[src/rtl/rv_split_join_ctrl_if.sv]
// Request/response channel between the warp-control stage and the split/join sequencer,
// plus the per-warp stack status flags.
interface rv_split_join_ctrl_if #(
  parameter int NUM_WARPS   = 4,
  parameter int NUM_THREADS = 4,
  parameter int PC_W        = 32
);
  localparam int WID_W = $clog2(NUM_WARPS);

  // Both channels transfer on a clock edge where valid && ready; the sender holds valid and every
  // payload field stable until that edge, and valid never depends combinationally on ready.
  logic                   req_valid;
  logic                   req_ready;
  logic                   req_is_split;
  logic [WID_W-1:0]       req_wid;
  logic [NUM_THREADS-1:0] req_tmask;
  logic [NUM_THREADS-1:0] req_then_mask;
  logic [NUM_THREADS-1:0] req_else_mask;
  logic [PC_W-1:0]        req_else_pc;

  logic                   rsp_valid;
  logic                   rsp_ready;
  logic [WID_W-1:0]       rsp_wid;
  logic [NUM_THREADS-1:0] rsp_tmask;
  logic [PC_W-1:0]        rsp_pc;
  logic                   rsp_pc_valid;
  logic                   rsp_error;

  logic [NUM_WARPS-1:0]   stack_empty;
  logic [NUM_WARPS-1:0]   stack_full;

  modport master (
    output req_valid, req_is_split, req_wid, req_tmask, req_then_mask, req_else_mask, req_else_pc,
    output rsp_ready,
    input  req_ready, rsp_valid, rsp_wid, rsp_tmask, rsp_pc, rsp_pc_valid, rsp_error,
    input  stack_empty, stack_full
  );

  modport slave (
    input  req_valid, req_is_split, req_wid, req_tmask, req_then_mask, req_else_mask, req_else_pc,
    input  rsp_ready,
    output req_ready, rsp_valid, rsp_wid, rsp_tmask, rsp_pc, rsp_pc_valid, rsp_error,
    output stack_empty, stack_full
  );
endinterface

[src/rtl/rv_split_join_ctrl.sv]
// Per-warp IPDOM reconvergence stacks and the FSM that turns SPLIT/JOIN requests into
// push/pop operations on the addressed warp's stack.
module RV_ipdom_stack #(
  parameter int WIDTH = 36,
  parameter int DEPTH = 4
) (
  input  logic             clk,
  input  logic             reset,
  input  logic             push,
  input  logic             pop,
  input  logic             pair,
  input  logic [WIDTH-1:0] q1,
  input  logic [WIDTH-1:0] q2,
  output logic [WIDTH-1:0] d,
  output logic             index,
  output logic             empty,
  output logic             full
);
  localparam int AW = $clog2(DEPTH);

  logic [AW-1:0]    cnt_q;
  logic [AW-1:0]    top;
  logic [DEPTH-1:0] part_q;
  logic [WIDTH-1:0] q1_mem [DEPTH];
  logic [WIDTH-1:0] q2_mem [DEPTH];

  assign top   = cnt_q - AW'(1);
  assign empty = (cnt_q == '0);
  assign full  = (cnt_q == AW'(DEPTH - 1));
  // One slot per split; a paired slot yields q2 first, then q1 on the second pop.
  assign index = part_q[top];
  assign d     = part_q[top] ? q1_mem[top] : q2_mem[top];

  always_ff @(posedge clk) begin
    if (reset) begin
      cnt_q  <= '0;
      part_q <= '0;
    end else if (push) begin
      cnt_q         <= cnt_q + AW'(1);
      part_q[cnt_q] <= ~pair;
    end else if (pop) begin
      if (part_q[top]) cnt_q <= cnt_q - AW'(1);
      else             part_q[top] <= 1'b1;
    end
  end

  always_ff @(posedge clk) begin
    if (push) begin
      q1_mem[cnt_q] <= q1;
      q2_mem[cnt_q] <= q2;
    end
  end
endmodule

module rv_split_join_ctrl #(
  parameter int NUM_WARPS   = 4,
  parameter int NUM_THREADS = 4,
  parameter int STACK_DEPTH = 4,
  parameter int PC_W        = 32
) (
  input  logic                clk,
  input  logic                reset,
  rv_split_join_ctrl_if.slave bus,
  output logic [2:0]          dbg_state_o
);
  localparam int WID_W = $clog2(NUM_WARPS);
  localparam int EW    = NUM_THREADS + PC_W;

  typedef enum logic [2:0] {S_IDLE, S_PUSH, S_READ, S_POP, S_RESP} state_e;

  state_e                 state_q;
  logic [WID_W-1:0]       wid_q;
  logic [NUM_THREADS-1:0] tmask_q, then_q, else_q;
  logic [PC_W-1:0]        else_pc_q;

  logic                   rsp_valid_q, rsp_error_q, rsp_pc_valid_q;
  logic [WID_W-1:0]       rsp_wid_q;
  logic [NUM_THREADS-1:0] rsp_tmask_q;
  logic [PC_W-1:0]        rsp_pc_q;

  logic [NUM_WARPS-1:0]   empty_w, full_w, index_w;
  logic [EW-1:0]          d_w [NUM_WARPS];
  logic [EW-1:0]          sel_d;
  logic                   div, push, pop;

  assign div   = (|then_q) && (|else_q);
  assign sel_d = d_w[wid_q];
  // Strobes are masked by reset so an in-flight operation never touches a stack.
  assign push  = (state_q == S_PUSH) && !full_w[wid_q] && !reset;
  assign pop   = (state_q == S_POP) && !reset;

  for (genvar w = 0; w < NUM_WARPS; w++) begin : g_stack
    RV_ipdom_stack #(.WIDTH(EW), .DEPTH(STACK_DEPTH)) u_stack (
      .clk   (clk),
      .reset (reset),
      .push  (push && (wid_q == WID_W'(w))),
      .pop   (pop && (wid_q == WID_W'(w))),
      .pair  (div),
      .q1    ({tmask_q, {PC_W{1'b0}}}),
      .q2    ({else_q, else_pc_q}),
      .d     (d_w[w]),
      .index (index_w[w]),
      .empty (empty_w[w]),
      .full  (full_w[w])
    );
  end

  always_ff @(posedge clk) begin
    if (reset) begin
      state_q        <= S_IDLE;
      wid_q          <= '0;
      tmask_q        <= '0;
      then_q         <= '0;
      else_q         <= '0;
      else_pc_q      <= '0;
      rsp_valid_q    <= 1'b0;
      rsp_error_q    <= 1'b0;
      rsp_pc_valid_q <= 1'b0;
      rsp_wid_q      <= '0;
      rsp_tmask_q    <= '0;
      rsp_pc_q       <= '0;
    end else begin
      case (state_q)
        S_IDLE: if (bus.req_valid) begin
          wid_q     <= bus.req_wid;
          tmask_q   <= bus.req_tmask;
          then_q    <= bus.req_then_mask;
          else_q    <= bus.req_else_mask;
          else_pc_q <= bus.req_else_pc;
          state_q   <= bus.req_is_split ? S_PUSH : S_READ;
        end
        S_PUSH: begin
          rsp_valid_q    <= 1'b1;
          rsp_wid_q      <= wid_q;
          rsp_pc_valid_q <= 1'b0;
          rsp_pc_q       <= '0;
          rsp_error_q    <= full_w[wid_q];
          rsp_tmask_q    <= (!full_w[wid_q] && div) ? then_q : tmask_q;
          state_q        <= S_RESP;
        end
        S_READ: begin
          if (empty_w[wid_q]) begin
            rsp_valid_q    <= 1'b1;
            rsp_wid_q      <= wid_q;
            rsp_error_q    <= 1'b1;
            rsp_tmask_q    <= '0;
            rsp_pc_q       <= '0;
            rsp_pc_valid_q <= 1'b0;
            state_q        <= S_RESP;
          end else begin
            state_q <= S_POP;
          end
        end
        S_POP: begin
          rsp_valid_q    <= 1'b1;
          rsp_wid_q      <= wid_q;
          rsp_error_q    <= 1'b0;
          rsp_tmask_q    <= sel_d[EW-1 -: NUM_THREADS];
          rsp_pc_q       <= sel_d[PC_W-1:0];
          rsp_pc_valid_q <= ~index_w[wid_q];
          state_q        <= S_RESP;
        end
        S_RESP: if (bus.rsp_ready) begin
          rsp_valid_q <= 1'b0;
          state_q     <= S_IDLE;
        end
        default: state_q <= S_IDLE;
      endcase
    end
  end

  assign bus.req_ready    = (state_q == S_IDLE);
  assign bus.rsp_valid    = rsp_valid_q;
  assign bus.rsp_wid      = rsp_wid_q;
  assign bus.rsp_tmask    = rsp_tmask_q;
  assign bus.rsp_pc       = rsp_pc_q;
  assign bus.rsp_pc_valid = rsp_pc_valid_q;
  assign bus.rsp_error    = rsp_error_q;
  assign bus.stack_empty  = empty_w;
  assign bus.stack_full   = full_w;
  assign dbg_state_o      = state_q;
endmodule

[src/flat_wrapper.sv]
// flat-port wrapper written by rule: the top's interface ports become plain ports
module rv_split_join_ctrl_flat 
#(
  parameter int NUM_WARPS   = 4,
  parameter int NUM_THREADS = 4,
  parameter int STACK_DEPTH = 4,
  parameter int PC_W        = 32
)
  (clk, reset, dbg_state_o, bus_req_valid, bus_req_is_split, bus_req_wid, bus_req_tmask, bus_req_then_mask, bus_req_else_mask, bus_req_else_pc, bus_rsp_ready, bus_req_ready, bus_rsp_valid, bus_rsp_wid, bus_rsp_tmask, bus_rsp_pc, bus_rsp_pc_valid, bus_rsp_error, bus_stack_empty, bus_stack_full);
  rv_split_join_ctrl_if #(.NUM_WARPS(NUM_WARPS), .NUM_THREADS(NUM_THREADS), .PC_W(PC_W)) bus_i ();
  input  logic clk;
  input  logic reset;
  output logic [2:0] dbg_state_o;
  input wire logic [$bits(bus_i.req_valid)-1:0] bus_req_valid;
  input wire logic [$bits(bus_i.req_is_split)-1:0] bus_req_is_split;
  input wire logic [$bits(bus_i.req_wid)-1:0] bus_req_wid;
  input wire logic [$bits(bus_i.req_tmask)-1:0] bus_req_tmask;
  input wire logic [$bits(bus_i.req_then_mask)-1:0] bus_req_then_mask;
  input wire logic [$bits(bus_i.req_else_mask)-1:0] bus_req_else_mask;
  input wire logic [$bits(bus_i.req_else_pc)-1:0] bus_req_else_pc;
  input wire logic [$bits(bus_i.rsp_ready)-1:0] bus_rsp_ready;
  output wire logic [$bits(bus_i.req_ready)-1:0] bus_req_ready;
  output wire logic [$bits(bus_i.rsp_valid)-1:0] bus_rsp_valid;
  output wire logic [$bits(bus_i.rsp_wid)-1:0] bus_rsp_wid;
  output wire logic [$bits(bus_i.rsp_tmask)-1:0] bus_rsp_tmask;
  output wire logic [$bits(bus_i.rsp_pc)-1:0] bus_rsp_pc;
  output wire logic [$bits(bus_i.rsp_pc_valid)-1:0] bus_rsp_pc_valid;
  output wire logic [$bits(bus_i.rsp_error)-1:0] bus_rsp_error;
  output wire logic [$bits(bus_i.stack_empty)-1:0] bus_stack_empty;
  output wire logic [$bits(bus_i.stack_full)-1:0] bus_stack_full;
  assign bus_i.req_valid = bus_req_valid;
  assign bus_i.req_is_split = bus_req_is_split;
  assign bus_i.req_wid = bus_req_wid;
  assign bus_i.req_tmask = bus_req_tmask;
  assign bus_i.req_then_mask = bus_req_then_mask;
  assign bus_i.req_else_mask = bus_req_else_mask;
  assign bus_i.req_else_pc = bus_req_else_pc;
  assign bus_i.rsp_ready = bus_rsp_ready;
  assign bus_req_ready = bus_i.req_ready;
  assign bus_rsp_valid = bus_i.rsp_valid;
  assign bus_rsp_wid = bus_i.rsp_wid;
  assign bus_rsp_tmask = bus_i.rsp_tmask;
  assign bus_rsp_pc = bus_i.rsp_pc;
  assign bus_rsp_pc_valid = bus_i.rsp_pc_valid;
  assign bus_rsp_error = bus_i.rsp_error;
  assign bus_stack_empty = bus_i.stack_empty;
  assign bus_stack_full = bus_i.stack_full;
  rv_split_join_ctrl #(.NUM_WARPS(NUM_WARPS), .NUM_THREADS(NUM_THREADS), .STACK_DEPTH(STACK_DEPTH), .PC_W(PC_W)) u_core (.clk(clk), .reset(reset), .bus(bus_i), .dbg_state_o(dbg_state_o));
endmodule
[config.mk]
export PLATFORM = sky130hd
export DESIGN_NAME = rv_split_join_ctrl_flat
export DESIGN_NICKNAME = d
export VERILOG_FILES = /design/src/rtl/rv_split_join_ctrl_if.sv /design/src/rtl/rv_split_join_ctrl.sv /design/src/flat_wrapper.sv
export SDC_FILE = /design/constraint.sdc
export NUM_CORES = 1
export LEC_CHECK = 0
export CAP_MARGIN = 20
export CORE_UTILIZATION = 40
export CTS_CLUSTER_SIZE = 10
export DETAILED_ROUTE_END_ITERATION = 8
export GPL_TIMING_DRIVEN = 0
export PLACE_DENSITY = 0.57
export SLEW_MARGIN = 15
export SYNTH_ARGS = -nofsm -noshare
export SYNTH_HDL_FRONTEND = slang
export SYNTH_SLANG_ARGS = --single-unit
[constraint.sdc]
create_clock -name clk -period 4.3 [get_ports clk]
set_input_delay 0.86 -clock clk [delete_from_list [all_inputs] [get_ports clk]]
set_output_delay 0.86 -clock clk [all_outputs]
set_load 0.005 [all_outputs]
==> flow_summary_export.csv, run 1 <==
group,metric,value,unit
run_status,status,"completed",
detailed_routing,finalWirelength,76.4,mm
clock_network,clkSinkCount,754,
timing,setup_slack,0.226,ns
finish,area_growth,19.6,%
global_route,grt_overflow_total,0,
timing,hold_viol_final,0,
critical_path,reg2reg_slack,0.23,ns
power_and_ir_drop,p_int,12.4,mW
floorplan,die_w,273,um
clock_network,clockRootBuffer,"clkbuf_16",
clock_network,path_clk_slew,0.06,ns
flow_run,cap_violations,0,
global_route,grt.total_usage,0.208,
critical_path,critPathLaunchType,"flip-flop",
timing,setup_violations,0,
finish,utilization,0.483,
detailed_routing,via_per_inst,5.33,
critical_path,arrival,4.59,ns
finish,n_antenna_cell,0,
global_route,grt_pass1_vias,16000,
critical_path,crit_type,"flip-flop to flip-flop",
power_and_ir_drop,p_sw,3.37,mW
timing,min_period,4.07,ns
critical_path,cp.required,4.81,ns
logic_synthesis,synth-edff-count,640,
timing,slew-limit-headroom,0.260,
detailed_routing,first_iter_violations,1443,
timing,max_clock_freq,0.245,GHz
timing,post-route-period-util,0.947,
power_and_ir_drop,seqPwrFrac,0.528,
timing,tns,0,ns
power_and_ir_drop,ir_drop,0.000329,V
detailed_routing,wire_per_inst,26.1,um
power_and_ir_drop,clockPowerShare,0.421,
global_route,grt_first_pass_wirelength,110,mm
detailed_routing,route.vias.total,15600,
floorplan,core.rowCount,99,
logic_synthesis,synth_top_family_by_area,"multiplexers",
clock_network,clock_path_buffers,3,
logic_synthesis,syn_area,29400,um2
global_route,grt_start_max_net_pins,36,
detailed_routing,postRouteAntennaNets,0,
logic_synthesis,synth_flop_cell,"edfxtp_1",
clock_network,ctsHoldBuffers,0,
finish,drive_above_1_share,0.204,
floorplan,num_io_pins,104,
logic_synthesis,synth-seq-area-share,0.731,
worst_hold_path,hold_depth,2,
logic_synthesis,avgSynthCellArea,19.2,um2
power_and_ir_drop,finalPower,15.8,mW
logic_synthesis,syn_inst,1530,
detailed_routing,drc_errors,0,
floorplan,initial_utilization,0.404,
logic_synthesis,synthAdderAreaFrac,0.00850,
logic_synthesis,yosys_warnings,0,
timing,worstMarginPinSlew,1.11,ns
logic_synthesis,synth.mux.area_fraction,0.158,
critical_path,rr_worst_depth,9,
power_and_ir_drop,power.share.combinational,0.051,
logic_synthesis,ys_ff_latch,754,
critical_path,critPathMaxFanout,10,
clock_network,cts_tree,"done",
logic_synthesis,yosysUniqueCellTypes,65,
clock_network,clock_latency,0.62,ns
logic_synthesis,yosys.area_share.simple,0.0388,
timing,final_max_slew_viol_count,0,
clock_network,h-tree-depth,3,
floorplan,die_area,74600,um2
power_and_ir_drop,swShare,0.213,
logic_synthesis,synth_compound_area_frac,0.0416,
power_and_ir_drop,pwr_density_cell,449,nW/um2
placement,io_buffers,103,
logic_synthesis,synthXorXnorAreaFrac,0.00119,
timing,clock_skew,0.0210,ns
logic_synthesis,async_flop_share,0,
placement,gp_congestion,0.827,
finish,fin_nets,1967,
global_route,antenna_found_initial,1,
power_and_ir_drop,p_leak,11.6,nW
worst_hold_path,min_path_type,"flip-flop to flip-flop",
clock_network,numCtsBuffers,86,
critical_path,worstSetupEndpointType,"flip-flop",
timing,grt_setup_unrepaired,"false",
floorplan,die_h,273,um
floorplan,coreArea,72800,um2
placement,dp_slack,-0.364,ns
detailed_routing,dr.pass1.iters,5,
placement,hpwl,47.6,mm
-- synth_stat cells (all sizes together), types with 3 or more instances --
cell type	instances	area share
nand3	3	0.00051
a21o	8	0.0020
edfxtp	640	0.65
clkbuf	40	0.0052
a22o	30	0.0089
mux2i	26	0.0088
ha	20	0.0085
dfxtp	114	0.078
xnor2	4	0.0012
o211ai	9	0.0023
nor2	33	0.0052
and3	10	0.0021
a22oi	4	0.0010
nand2	123	0.016
a21oi	70	0.013
nor3	8	0.0019
nor2b	30	0.0064
a32oi	4	0.0012
o21a	3	0.00077
a211oi	6	0.0017
nand2b	4	0.00085
o22ai	9	0.0019
o21ai	22	0.0037
a221oi	4	0.0014
a31oi	3	0.00064
and2	3	0.00064
buf	56	0.013
inv	18	0.0023
mux4	195	0.15
or2	3	0.00064
nand3b	3	0.00077
-- cell families (layout without fill, tap and decap cells) --
logic type | after synthesis | count (layout)
flops | 754 | 754
xor+xnor | 4 | 4
fa+ha+maj | 20 | 20
buf+inv | 114 | 391
mux | 222 | 222
simple gates | 234 | 234
other cells | 1 | 160
compound gates | 181 | 181
-- cells in the final DEF, fill, tap and decap left out, types with 4 or more instances in the layout --
master / netlist / routed
edfxtp_1: 640 / 640
mux4_2: 195 / 195
conb_1: 1 / 160
nand2_1: 121 / 121
dfxtp_1: 114 / 114
clkdlybuf4s50_1: 0 / 103
clkbuf_1: 38 / 94
clkbuf_16: 0 / 89
a21oi_1: 65 / 65
nor2b_1: 30 / 30
a22o_1: 30 / 30
nor2_1: 27 / 27
buf_2: 27 / 26
mux2i_1: 26 / 26
o21ai_0: 22 / 22
ha_1: 20 / 20
buf_4: 15 / 17
inv_1: 17 / 16
buf_6: 9 / 9
and3_4: 0 / 9
o211ai_1: 9 / 9
o22ai_1: 9 / 9
a21o_1: 8 / 8
buf_12: 1 / 8
clkbuf_2: 2 / 6
nor3_1: 6 / 6
buf_16: 0 / 6
a211oi_1: 5 / 5
buf_1: 4 / 4
xnor2_1: 4 / 4
a32oi_1: 4 / 4
nand2b_1: 4 / 4
a22oi_1: 4 / 4
-- critical path, cell delays in order (launching register included) --
cell and delay (ns):
dfxtp_1 0.39, buf_2 0.35, buf_6 0.25, inv_1 0.09, ha_1 0.27, clkbuf_1 0.57, clkbuf_1 0.89, mux4_2 0.43
mux4_2 0.51, a22o_1 0.22
-- per-stage QoR --
step,instance area [um2],hold slack (ns),cells
detailed placement,32600,0.462,2765
floorplan,30000,0.435,1689
global route,35200,0.498,2925
finish,35200,0.471,2925
global placement,32300,0.458,2751
CTS,35200,0.472,2922
-- sequential cells by signal (all words and copies together), names as in the netlist --
register                       cells
u_core.bus.rsp_pc_valid            1
u_core.g_stack.u_stack.part_q     16
u_core.g_stack.u_stack.q1_mem     64
u_core.bus.rsp_wid                 2
u_core.bus.rsp_tmask               4
u_core.dbg_state_o                 3
u_core.else_pc_q                  32
u_core.tmask_q                     4
u_core.else_q                      4
u_core.g_stack.u_stack.cnt_q       8
u_core.bus.rsp_error               1
u_core.bus.rsp_valid               1
u_core.bus.rsp_pc                 32
u_core.g_stack.u_stack.q2_mem    576
u_core.then_q                      4
u_core.wid_q                       2
-- path summary, 6_finish.rpt --
| kind | to | startpoint |
|---|---|---|
| worst max register to register | u_core.bus.rsp_pc[19] | u_core.g_stack[3].u_stack.cnt_q[0] |
| worst max-delay path | u_core.bus.rsp_pc[19] | u_core.g_stack[3].u_stack.cnt_q[0] |
| worst min-delay path | u_core.g_stack[0].u_stack.part_q[2] | u_core.g_stack[0].u_stack.part_q[2] |
| worst min register to register | u_core.g_stack[0].u_stack.part_q[2] | u_core.g_stack[0].u_stack.part_q[2] |
-- layer usage --
metal	GRT usage	vias to the layer above	share of wire
li1	-	6750	-
met1	0.278	8191	0.42
met2	0.353	548	0.50
met3	0.0374	111	0.060
met4	0.0529	0	0.021
met5	0	-	0
-- power groups by stage --
stage	logic, mW	clock network, mW	registers (mW)
CTS	0.817	6.78	8.34
finish	0.807	6.65	8.34
floorplan	0.512	0	8.41
detailed placement	0.814	0	8.50
global route	0.872	7.09	8.37
global placement	0.799	0	8.47
-- layout make-up --
type | instances | area, um2
Tap cell | 959 | 1200
Buffer | 95 | 546
Multi-Input combinational cell | 821 | 7970
Clock buffer | 152 | 2480
Timing Repair Buffer | 120 | 1380
Sequential cell | 754 | 21500
Inverter | 18 | 70.1
Clock inverter | 6 | 52.6
Fill cell | 6166 | 37600
-- repair_timing --
action | 4_1_cts | 5_1_grt
endpoints found under the hold margin | 0 | 0
gates resized for setup | 1 | 11
setup buffers | 0 | 3
endpoints found under the setup margin | 28 | 16
No activity file was read; power rests on OpenSTA's default activity.
==> inputs of run 2 (changes only) <==
--- a/config.mk
+++ b/config.mk
@@ -6,9 +6,11 @@
 export NUM_CORES = 1
 export LEC_CHECK = 0
 export CAP_MARGIN = 20
+export CORE_ASPECT_RATIO = 0.75
 export CORE_UTILIZATION = 40
 export CTS_CLUSTER_SIZE = 10
 export DETAILED_ROUTE_END_ITERATION = 8
+export GPL_ROUTABILITY_DRIVEN = 0
 export GPL_TIMING_DRIVEN = 0
 export PLACE_DENSITY = 0.57
 export SLEW_MARGIN = 15
==> flow_summary_export.csv, run 2 (synthesized netlist as in run 1, its figures left out) <==
group,metric,value,unit
clock_network,clock_latency,0.63,ns
finish,final_area,35200,um2
detailed_routing,drc_errors,14,
placement,hpwl,49.0,mm
timing,grt_setup_unrepaired,"false",
global_route,grt.total_usage,0.215,
run_status,status,"finished with violations",
finish,largest_register_ffs,576,
critical_path,cp.required,4.87,ns
finish,top_register,"u_core.g_stack.u_stack.q2_mem",
clock_network,cts_setup_buffers,0,
finish,reg.largest.list,"u_core.g_stack.u_stack.q2_mem: 576 flops, u_core.g_stack.u_stack.q1_mem: 64 flops",
power_and_ir_drop,ir_drop,0.000305,V
flow_run,cap_violations,0,
timing,tns,0,ns
finish,final_cell_mix,"edfxtp_1 (640), mux4_2 (195), conb_1 (160)",
placement,dp_slack,-0.385,ns
clock_network,clock_path_buffers,3,
floorplan,die_w,315,um
placement,io_buffers,103,
global_route,grt_start_max_net_pins,36,
timing,post-route-period-util,0.963,
critical_path,reg2reg_from,"u_core.g_stack[0].u_stack.cnt_q[0]",
timing,hold_slack,0.473,ns
run_status,violations,"DRC",
timing,setup_slack,0.161,ns
timing,max_clock_freq,0.242,GHz
worst_hold_path,hold-path-endpoint,"u_core.then_q[3]",
global_route,grt_first_pass_wirelength,113,mm
global_route,antenna_found_initial,1,
timing,slew-limit-headroom,0.213,
floorplan,coreArea,72200,um2
critical_path,arrival,4.70,ns
power_and_ir_drop,pwr_density_cell,451,nW/um2
critical_path,critPathLaunchType,"flip-flop",
timing,final_max_slew_viol_count,0,
detailed_routing,postRouteAntennaNets,0,
clock_network,clkSinkCount,754,
critical_path,rr_endpoint,"u_core.bus.rsp_pc[25]",
detailed_routing,finalWirelength,78.5,mm
power_and_ir_drop,finalPower,15.9,mW
floorplan,num_io_pins,104,
critical_path,rr_worst_depth,12,
clock_network,h-tree-depth,3,
floorplan,initial_utilization,0.407,
detailed_routing,wire_per_inst,26.8,um
global_route,grt_pass1_vias,16100,
timing,clock_skew,0.0199,ns
global_route,grt_overflow_total,0,
detailed_routing,via_per_inst,5.42,
detailed_routing,dr.pass1.iters,9,
timing,worstMarginPinSlew,1.18,ns
detailed_routing,first_iter_violations,1642,
clock_network,path_clk_slew,0.06,ns
clock_network,numCtsBuffers,86,
critical_path,reg2reg_slack,0.16,ns
timing,min_period,4.14,ns
placement,placed_area,32600,um2
floorplan,die_area,74700,um2
floorplan,core.rowCount,85,
finish,fin_nets,1969,
timing,setup_violations,0,
finish,area_growth,19.7,%
finish,drive_above_1_share,0.203,
worst_hold_path,min_path_type,"flip-flop to flip-flop",
worst_hold_path,hold_depth,2,
worst_hold_path,hold_start,"u_core.then_q[3]",
clock_network,cts_tree,"done",
detailed_routing,route.vias.total,15900,
clock_network,clockRootBuffer,"clkbuf_16",
finish,final_common_cell,"edfxtp_1",
power_and_ir_drop,p_leak,11.6,nW
timing,hold_viol_final,0,
critical_path,worstSetupEndpointType,"flip-flop",
critical_path,crit_type,"flip-flop to flip-flop",
floorplan,die_h,237,um
critical_path,critPathMaxFanout,10,
==> run 2: cell types whose count changed in the layout (fill, tap and decap cells not counted), sizes merged <==
cell | before | now
buf | 71 | 74
clkdlybuf4s15 | 1 | 0
diode | 0 | 1
clkbuf | 192 | 196
inv | 21 | 22
clkinv | 3 | 1
==> run 2: layout make-up <==
| type | count | area (um2) |
|---|---|---|
| multi-input combinational | 821 | 7970 |
| tap | 957 | 1200 |
| sequential | 754 | 21500 |
| clock buffer | 156 | 2480 |
| buffer | 95 | 541 |
| inverter | 18 | 70.1 |
| timing repair buffer | 122 | 1400 |
| antenna | 1 | 2.50 |
| fill | 5984 | 37000 |
| clock inverter | 5 | 51.3 |
==> run 2: repair_timing <==
item / in CTS / in global routing
endpoints found under the hold margin: 0 / 0
hold buffers: 0 / 0
gates resized for setup: 3 / 5
setup endpoints to repair: 26 / 13
==> run 2: per-layer routing <==
metal	share of wire	global-route usage	vias up
met2	0.45	0.323	581
met4	0.025	0.0646	0
met5	0	0	-
met1	0.44	0.312	8392
li1	-	-	6774
met3	0.083	0.0504	136
==> run 2: how the worst max path moves through the flow <==
stage / start / end / slack (ns) / cells past startpoint
2_1_floorplan: reset / u_core.g_stack[2].u_stack.q1_mem[0][0] / 0.94 / 5
3_3_place_gp: reset / u_core.g_stack[2].u_stack.part_q[1] / -1.50 / 7
3_5_place_dp: u_core.g_stack[1].u_stack.cnt_q[0] / u_core.bus.rsp_tmask[2] / -0.38 / 13
4_1_cts: u_core.g_stack[0].u_stack.cnt_q[0] / u_core.bus.rsp_pc[25] / 0.05 / 12
5_1_grt: u_core.g_stack[0].u_stack.cnt_q[0] / u_core.bus.rsp_pc[25] / 0.005 / 12
6_report: u_core.g_stack[0].u_stack.cnt_q[0] / u_core.bus.rsp_pc[25] / 0.16 / 12
==> run 2: worst max-delay path, stage by stage (launching register included) <==
cell and delay, ns:
dfxtp_1 0.38, buf_2 0.33, buf_4 0.36, buf_4 0.32, inv_1 0.10, ha_1 0.28, buf_4 0.21, mux4_2 0.79
buf_6 0.28, buf_6 0.19, a22oi_1 0.29, and2_2 0.35, a22o_1 0.16
==> run 2: report_power, final <==
part           leakage (nW)  switching [mW]  total, mW  internal (mW)
sequential             6.90           0.181       8.35           8.16
combinational          3.49           0.455      0.834          0.380
clock                  1.20            2.81       6.69           3.88
total                  11.6            3.45       15.9           12.4
==> run 2: stage by stage <==
| stage | instances | util |
|---|---|---|
| after global placement | 2749 | 0.447 |
| after detailed placement | 2765 | 0.452 |
| final | 2929 | 0.488 |
| after global routing | 2928 | 0.488 |
| after CTS | 2925 | 0.487 |
| after floorplan | 1689 | - |
==> inputs of run 3 (changes only) <==
--- a/config.mk
+++ b/config.mk
@@ -11,9 +11,9 @@
 export CTS_CLUSTER_SIZE = 10
 export DETAILED_ROUTE_END_ITERATION = 8
 export GPL_ROUTABILITY_DRIVEN = 0
-export GPL_TIMING_DRIVEN = 0
-export PLACE_DENSITY = 0.57
+export PLACE_DENSITY = 0.65
 export SLEW_MARGIN = 15
 export SYNTH_ARGS = -nofsm -noshare
 export SYNTH_HDL_FRONTEND = slang
 export SYNTH_SLANG_ARGS = --single-unit
+export TNS_END_PERCENT = 100
==> flow_summary_export.csv, run 3 (synthesized netlist as in run 1, its figures left out) <==
group,metric,value,unit
global_route,grt_overflow_total,0,
global_route,grt_first_pass_wirelength,102,mm
critical_path,slowest_stage,"mux4_2",
clock_network,clock_latency,0.64,ns
finish,area_growth,18.0,%
critical_path,critPathLaunchType,"flip-flop",
finish,top_register,"u_core.g_stack.u_stack.q2_mem",
finish,fill_cells,5968,
power_and_ir_drop,pwr_density_cell,452,nW/um2
floorplan,die_h,237,um
placement,hpwl,41.8,mm
worst_hold_path,hold_start,"u_core.g_stack[2].u_stack.part_q[0]",
global_route,grt_pass1_vias,15700,
clock_network,cts_setup_buffers,0,
flow_run,cap_violations,0,
timing,hold_viol_final,0,
detailed_routing,via_per_inst,5.36,
run_status,status,"finished with violations",
finish,final_common_cell,"edfxtp_1",
floorplan,die_area,74700,um2
timing,setup_violations,0,
detailed_routing,wire_per_inst,24.1,um
finish,largest_register_ffs,576,
placement,io_buffers,103,
worst_hold_path,min_path_type,"flip-flop to flip-flop",
global_route,grt_start_max_net_pins,57,
critical_path,crit_start,"u_core.g_stack[0].u_stack.cnt_q[0]",
placement,dp_slack,0.933,ns
clock_network,clkSinkCount,754,
detailed_routing,route.vias.total,15300,
timing,tns,0,ns
power_and_ir_drop,p_leak,11.3,nW
clock_network,cts_tree,"done",
timing,post-route-period-util,0.772,
floorplan,core.rowCount,85,
clock_network,path_clk_slew,0.06,ns
timing,setup_slack,0.982,ns
critical_path,arrival,3.83,ns
floorplan,die_w,315,um
detailed_routing,finalWirelength,68.9,mm
global_route,antenna_found_initial,1,
critical_path,reg2reg_from,"u_core.g_stack[0].u_stack.cnt_q[0]",
floorplan,coreArea,72200,um2
timing,worstMarginPinSlew,1.02,ns
detailed_routing,first_iter_violations,1342,
timing,min_period,3.32,ns
clock_network,clock_path_buffers,3,
clock_network,ctsHoldBuffers,0,
critical_path,worstPathCellList,"buf_4, buf_4, mux4_2, buf_4, nor2b_1, mux4_2, a22o_1",
critical_path,critPathMaxFanout,23,
detailed_routing,dr.pass1.iters,7,
timing,slew-limit-headroom,0.318,
clock_network,numCtsBuffers,85,
clock_network,clockRootBuffer,"clkbuf_16",
critical_path,cp_common_cell,"buf_4",
timing,clock_skew,0.0242,ns
timing,max_clock_freq,0.301,GHz
finish,fin_nets,1897,
floorplan,num_io_pins,104,
critical_path,cp.required,4.81,ns
critical_path,critPathMaxStageDelay,0.70,ns
finish,drive_above_1_share,0.199,
timing,grt_setup_unrepaired,"false",
power_and_ir_drop,ir_drop,0.000378,V
clock_network,post_cts_resized,0,
timing,final_max_slew_viol_count,0,
detailed_routing,drc_errors,3,
finish,reg.largest.list,"u_core.g_stack.u_stack.q2_mem: 576 flops, u_core.g_stack.u_stack.q1_mem: 64 flops",
finish,final_cell_mix,"edfxtp_1 (640), mux4_2 (195), conb_1 (160)",
floorplan,initial_utilization,0.407,
detailed_routing,postRouteAntennaNets,0,
critical_path,worstSetupEndpointType,"flip-flop",
clock_network,h-tree-depth,3,
global_route,grt.total_usage,0.187,
finish,n_antenna_cell,0,
run_status,violations,"DRC",
critical_path,crit_type,"flip-flop to flip-flop",
critical_path,reg2reg_slack,0.98,ns
## run 3: cell types whose count changed in the layout (fill, tap and decap cells not counted), moves of 6 or more
cell	previous run	this run
clkbuf_2	6	0
buf_4	15	35
and3_2	0	10
and3_4	9	0
buf_16	6	0
clkbuf_1	101	62
buf_6	12	0
buf_2	27	0
## run 3: per-stage QoR
| step | cell area [um2] | cells | hold WS [ns] | utilization | power, mW |
|---|---|---|---|---|---|
| 2_1_floorplan | 30000 | 1689 | 0.435 | - | 8.92 |
| 3_3_place_gp | 32200 | 2696 | 0.449 | 0.446 | 9.24 |
| 3_5_place_dp | 32200 | 2696 | 0.454 | 0.446 | 9.27 |
| 4_1_cts | 34700 | 2853 | 0.468 | 0.481 | 15.8 |
| 5_1_grt | 34700 | 2853 | 0.501 | 0.481 | 16.2 |
| 6_report | 34700 | 2853 | 0.468 | 0.481 | 15.7 |
## run 3: layer usage
layer / global-route usage / wire (um) / up-vias
li1: - / - / 6613
met1: 0.265 / 30400 / 8001
met2: 0.290 / 32000 / 581
met3: 0.0408 / 4890 / 97
met4: 0.0552 / 1630 / 0
met5: 0 / 0 / -
## run 3: power breakdown
group	internal, mW	switching [mW]
sequential	8.16	0.195
clock	3.78	2.79
combinational	0.364	0.400
## run 3: worst paths after layout
path                                                       endpoint  cells after the start
worst min-delay path            u_core.g_stack[2].u_stack.part_q[0]                      1
worst max register to register                u_core.bus.rsp_pc[14]                      7
worst min register to register  u_core.g_stack[2].u_stack.part_q[0]                      1
worst max-delay path                          u_core.bus.rsp_pc[14]                      7
## run 3: area by class of cell
type	instances	area [um2]	area share
Tap cell	957	1200	0.0345
Sequential cell	754	21500	0.620
Inverter	18	67.6	0.00195
Clock buffer	149	2400	0.0691
Clock inverter	8	108	0.00310
Timing Repair Buffer	146	1460	0.0422
Multi-Input combinational cell	821	7960	0.229
## run 3: worst max-delay path, delay by kind of cell, from the launching register on
kind / cells / cell delay [ns]
muxes: 2 / 1.16
buffers and inverters: 3 / 1.38
AOI/OAI and AO/OA: 1 / 0.20
and+or+nand+nor: 1 / 0.09
DFF: 1 / 0.35
